==> src/rtl/conv_enc_punc.sv <==
// conv_enc_punc: feed-forward rate-1/2 convolutional encoder with per-frame
// zero-tail termination and optional 2/3 and 3/4 puncturing.
// Build option: define CONV_PUNCT_EN to enable puncturing. Without it, rate_sel_i
// is ignored and every pair is transmitted in full (pure rate 1/2).
// Tap alignment: G[K-1] taps the current bit, and G[K-1-d] taps the bit from d
// beats ago. sr_q[0] holds the most recent past bit, so sr_q[i] is d = i+1.
module conv_enc_punc #(
    parameter int             K  = 7,
    parameter logic [K-1:0]   G0 = 7'o171,
    parameter logic [K-1:0]   G1 = 7'o133
) (
    input  logic        clk,
    input  logic        rst_all,
    input  logic        sof_i,
    input  logic        in_valid_i,
    output logic        in_ready_o,
    input  logic        din_i,
    input  logic        in_last_i,
    input  logic [1:0]  rate_sel_i,
    output logic        out_valid_o,
    input  logic        out_ready_i,
    output logic [1:0]  dout_o,
    output logic [1:0]  dout_mask_o,
    output logic        out_last_o,
    output logic        busy_o
);

    localparam int TW = $clog2(K);

    typedef enum logic [1:0] {IDLE, DATA, TAIL} state_t;

    state_t          state_q;
    logic [K-2:0]    sr_q;
    logic [TW-1:0]   tail_q;
    logic            out_valid_q;
    logic [1:0]      dout_q;
    logic [1:0]      mask_q;
    logic            last_q;

    logic            advance;
    logic            accept;
    logic            sof_acc;
    logic            emit;
    logic            last_pair;
    logic            enc_bit;
    logic [K-2:0]    enc_sr;
    logic [1:0]      code;
    logic [K-2:0]    sr_d;
    logic [1:0]      mask_d;
    logic [1:0]      dout_d;

`ifdef CONV_PUNCT_EN
    logic [1:0]      rate_q;
    logic [1:0]      cnt_q;
    logic [1:0]      enc_rate;
    logic [1:0]      enc_cnt;
    logic [1:0]      cnt_d;
`else
    logic            unused_rate;
    assign unused_rate = ^rate_sel_i;
`endif

    // Parity of both generators over {current bit, history}.
    function automatic logic [1:0] encode(input logic b, input logic [K-2:0] s);
        logic a;
        logic bb;
        a  = b & G0[K-1];
        bb = b & G1[K-1];
        for (int i = 0; i < K - 1; i++) begin
            a  = a  ^ (s[i] & G0[K-2-i]);
            bb = bb ^ (s[i] & G1[K-2-i]);
        end
        return {bb, a};
    endfunction

`ifdef CONV_PUNCT_EN
    // Keep flags {B,A} for a pair at position cnt of the puncturing period.
    function automatic logic [1:0] punc_mask(input logic [1:0] rate, input logic [1:0] cnt);
        logic [1:0] m;
        case (rate)
            2'b01:   m = (cnt == 2'd0) ? 2'b11 : 2'b01;
            2'b10:   m = (cnt == 2'd0) ? 2'b11 : ((cnt == 2'd1) ? 2'b01 : 2'b10);
            default: m = 2'b11;
        endcase
        return m;
    endfunction

    // Period position after emitting one pair; rate 11 behaves as 1/2.
    function automatic logic [1:0] cnt_next(input logic [1:0] rate, input logic [1:0] cnt);
        logic [1:0] per;
        logic [1:0] nxt;
        case (rate)
            2'b01:   per = 2'd2;
            2'b10:   per = 2'd3;
            default: per = 2'd1;
        endcase
        nxt = cnt + 2'd1;
        return (nxt >= per) ? 2'd0 : nxt;
    endfunction
`endif

    assign advance     = !out_valid_q || out_ready_i;
    assign in_ready_o  = advance && (state_q != TAIL);
    assign accept      = in_valid_i && in_ready_o;
    assign sof_acc     = accept && sof_i;
    assign emit        = (state_q == TAIL) ? advance : accept;
    assign last_pair   = (state_q == TAIL) && (tail_q == '0);

    assign out_valid_o = out_valid_q;
    assign dout_o      = dout_q;
    assign dout_mask_o = mask_q;
    assign out_last_o  = last_q;
    assign busy_o      = (state_q != IDLE) || out_valid_q;

    // Encode the pair for this beat: tail beats shift in zeros, sof beats start from a clean history.
    always_comb begin
        enc_bit = (state_q == TAIL) ? 1'b0 : din_i;
        enc_sr  = sof_acc ? '0 : sr_q;
        code    = encode(enc_bit, enc_sr);
        sr_d    = {enc_sr[K-3:0], enc_bit};
`ifdef CONV_PUNCT_EN
        enc_rate = sof_acc ? rate_sel_i : rate_q;
        enc_cnt  = sof_acc ? 2'd0 : cnt_q;
        mask_d   = punc_mask(enc_rate, enc_cnt);
        cnt_d    = last_pair ? 2'd0 : cnt_next(enc_rate, enc_cnt);
`else
        mask_d   = 2'b11;
`endif
        dout_d  = code & mask_d;
    end

    // Frame FSM, history register and registered output pair.
    always_ff @(posedge clk or posedge rst_all) begin
        if (rst_all) begin
            state_q     <= IDLE;
            sr_q        <= '0;
            tail_q      <= '0;
            out_valid_q <= 1'b0;
            dout_q      <= 2'b00;
            mask_q      <= 2'b00;
            last_q      <= 1'b0;
`ifdef CONV_PUNCT_EN
            rate_q      <= 2'b00;
            cnt_q       <= 2'd0;
`endif
        end else begin
            if (advance) begin
                out_valid_q <= emit;
            end
            if (emit) begin
                sr_q   <= sr_d;
                dout_q <= dout_d;
                mask_q <= mask_d;
                last_q <= last_pair;
`ifdef CONV_PUNCT_EN
                cnt_q  <= cnt_d;
`endif
            end
`ifdef CONV_PUNCT_EN
            if (sof_acc) begin
                rate_q <= rate_sel_i;
            end
`endif
            case (state_q)
                IDLE, DATA: begin
                    if (accept) begin
                        if (in_last_i) begin
                            state_q <= TAIL;
                            tail_q  <= TW'(K - 2);
                        end else begin
                            state_q <= DATA;
                        end
                    end
                end
                TAIL: begin
                    if (advance) begin
                        if (tail_q == '0) begin
                            state_q <= IDLE;
                        end else begin
                            tail_q <= tail_q - 1'b1;
                        end
                    end
                end
                default: state_q <= IDLE;
            endcase
        end
    end

endmodule

==> config.mk <==
export PLATFORM = sky130hd
export DESIGN_NAME = conv_enc_punc
export DESIGN_NICKNAME = d
export VERILOG_FILES = /design/src/rtl/conv_enc_punc.sv
export SDC_FILE = /design/constraint.sdc
export NUM_CORES = 1
export LEC_CHECK = 0
export CAP_MARGIN = 20
export CORE_MARGIN = 1
export CORE_UTILIZATION = 35
export DETAILED_ROUTE_END_ITERATION = 10
export MAX_ROUTING_LAYER = met4
export SLEW_MARGIN = 20
export SYNTH_ARGS = -nofsm -noshare
export SYNTH_HDL_FRONTEND = slang
export SYNTH_SLANG_ARGS = --single-unit
==> constraint.sdc <==
create_clock -name clk -period 1.5 [get_ports clk]
set_input_delay 0.3 -clock clk [delete_from_list [all_inputs] [get_ports clk]]
set_output_delay 0.3 -clock clk [all_outputs]
set_load 0.02 [all_outputs]
==> summary.txt <==
Timing
  – Final setup viols: 2
  – Final worst slack: -0.0795 ns
  – Slew Limit Fails: 0
  – Final count of hold timing violations: 0
  – Max Fclk: 633 MHz
  – Final period utilization: 105%
  – Post-route minimum period: 1.58 ns
  – Final Skew: 0.00634 ns
  – Slew HR: 73.8%
  – RSZ-0062 raised after global routing: yes
  – Worst Tran Pin Value: 0.392 ns

Pwr
  – P per Cell Area: 1850 mW/mm2
  – Overall power: 2.28 mW
  – P_int: 1.39 mW
  – Leak: 0.568 nW
  – Net load switching power: 0.892 mW
  – Sequential power share: 30.6%
  – Combinational fraction of design power: 56.8%
  – Worst vdd ir: 1.24 mV
  – Sw frac: 39.1%
  – Clk pwr share: 12.6%

Floorplanning
  – Die Wd: 50.5 um
  – Die area: 0.00255 mm2
  – Core area: 0.00221 mm2
  – Chip height: 50.5 um
  – Initial Util: 37.2%
  – IO Pins: 17
  – Row count: 17

Finish
  – Synth-to-Final Area Change: 49.5%
  – Most frequent cells in the layout: 16 x buf_4, 15 x dfrtp_1, 6 x dlygate4sd2_1, 5 x a22o_1
  – Final Net Count: 120
  – N_diodes: 0
  – Most common cell after layout, fill and taps aside: buf_4
  – Share of cells above drive strength 1: 41.7%
  – Cell Count, Final, Fillers Out: 136

Worst setup path
  – CP required: 1.20 ns
  – CP max FO: 2
  – Crit Path Category: flip-flop to output port
  – Startpoint types: flip-flop
  – CP arrival: 1.28 ns
  – Crit. End Element: output port

Yosys
  – Warnings, synthesis: 0
  – Mapped Area: 823 um2
  – Mapped Avg Cell Area: 10.8 um2
  – FF+latch count, synth: 16
  – Async SR Flop Fraction: 100%
  – Post-synthesis cell count: 76
  – EDFF count, synth: 0
  – Synth Flop Type: dfrtp_1
  – Post-Syn Nets: 87
  – Seq/Total Area, Yosys: 48.6%
  – Cell variety after synth: 29

Flow run
  – MaxCap Viol Count: 0

Detailed routing
  – Final WL: 1.79 mm
  – Starting DRT DRC Count: 9
  – DRT antenna net count: 0
  – Drt drc: 0
  – Drt via density: 5.04
  – WL/cell: 13.2 um
  – DRT Pass-1 Iters: 3
  – Routed vias: 685

Global routing
  – Total gr overflow: 0
  – Largest net degree at the start of global routing: 17
  – First-pass GRT wire length: 3.06 mm
  – Vias in the first global route: 705
  – Total GRT Usage: 16.7%
  – Antenna violations before repair: 0

Status
  – Failing checks: negative setup slack
  – Status: finished with violations

Clock tree
  – Reg clk slew, reported paths: 0.10 ns
  – Clk sinks: 16
  – Htree depth: 1
  – TritonCTS clock tree: done
  – Clk Latency, worst-skew pair: 0.29 ns
  – CTS root buffer: clkbuf_4
  – Max Root-Sink Buffers: 2
  – TritonCTS Buffers: 3

Place
  – Place WS: -0.398 ns
  – GPL Wtd Cong: 0.766
  – IO buf count: 14
  – HPWL Detailed: 1.21 mm
  – DP Cell Count: 129

Min path
  – Min-delay worst type: primary input to asynchronous set/reset pin
-- path summary, 6_finish.rpt --
kind,start,end,slack [ns],cells past startpoint
max,out_valid_o,busy_o,-0.08,3
min,rst_all,tail_q[2],0.31,3
max reg2reg,out_valid_o,dout_o[1],-0.01,5
min reg2reg,dout_mask_o[0],dout_mask_o[0],0.48,1
max in group asynchronous,rst_all,out_valid_o,1.00,3
min in group clk,in_valid_i,state_q[0],0.42,3
-- kinds of logic (layout without fill, tap and decap cells) --
group           count (synthesis)  after routing  share of synthesized area (%)
simple gates                   23             23                           15.2
compound gates                 22             22                           22.3
flops                          16             16                           48.6
buf+inv                         8             40                           4.86
xor+xnor                        3              3                           3.19
fa+ha+maj                       2              2                           3.04
mux                             2              2                           2.74
-- routing by layer --
layer	up-vias	global-route usage (%)	part of all wire [%]
met3	2	6.67	4.2
met4	0	5.09	1.1
met1	326	19.7	44
met5	-	-	0
li1	343	-	-
met2	14	26.2	50
-- stage by stage --
| stage | instance area (um2) | setup TNS, ns | hold WS (ns) | utilization [%] |
|---|---|---|---|---|
| after CTS | 1190 | -0.291 | 0.308 | 53.7 |
| after global routing | 1230 | -0.434 | 0.326 | 55.7 |
| after detailed placement | 1090 | -2.85 | 0.475 | 49.2 |
| after global placement | 1090 | -2.77 | 0.470 | 49.2 |
| after floorplan | 825 | -0.0572 | 0.214 | - |
| final | 1230 | -0.0878 | 0.308 | 55.7 |
-- what timing repair did --
action	4_1_cts	5_1_grt
hold buffers	0	0
endpoints found under the setup margin	12	13
gates resized for setup	30	11
buffers inserted	3	0
pin swaps	5	6
-- worst max-delay path: stages, from the launching register on --
cell and delay (ns):
dfrtp_2 0.42, buf_6 0.11, or3_4 0.32, buf_6 0.14
-- flip-flops by register name, indices dropped and copies added, names as in the netlist --
signal / cells
sr_q: 6
tail_q: 3
dout_o: 2
state_q: 2
dout_mask_o: 1
out_last_o: 1
out_valid_o: 1
-- power groups by stage --
stage          Combinational (mW)  Clock [mW]  Sequential (mW)
2_1_floorplan               0.674           0            0.737
6_report                     1.30       0.287            0.699
3_5_place_dp                 1.12           0            0.702
3_3_place_gp                 1.11           0            0.700
5_1_grt                      1.42       0.317            0.725
4_1_cts                      1.21       0.304            0.696
-- final cells by class --
type	instances	area (um2)
multi-input combinational	52	468
tap	28	35.0
clock buffer	4	36.3
timing repair buffer	32	275
fill	215	981
inverter	4	15.0
sequential	16	402
-- synth_stat cells, drive strengths merged (2+ instances only) --
library cell  instances  share of area [%]
ha                    2                3.0
a32o                  2                2.4
or3                   2                1.5
nor4                  3                3.0
nand2b                3                2.3
xor2                  3                3.2
mux2                  2                2.7
buf                   4                3.0
nor2b                 3                2.3
nand2                 6                3.0
inv                   4                1.8
o31a                  2                2.1
a22o                  5                5.3
o31ai                 4                4.9
nor2                  4                1.8
dfrtp                16                 49
a21oi                 3                1.8
Power figures use the tool's default switching activity.
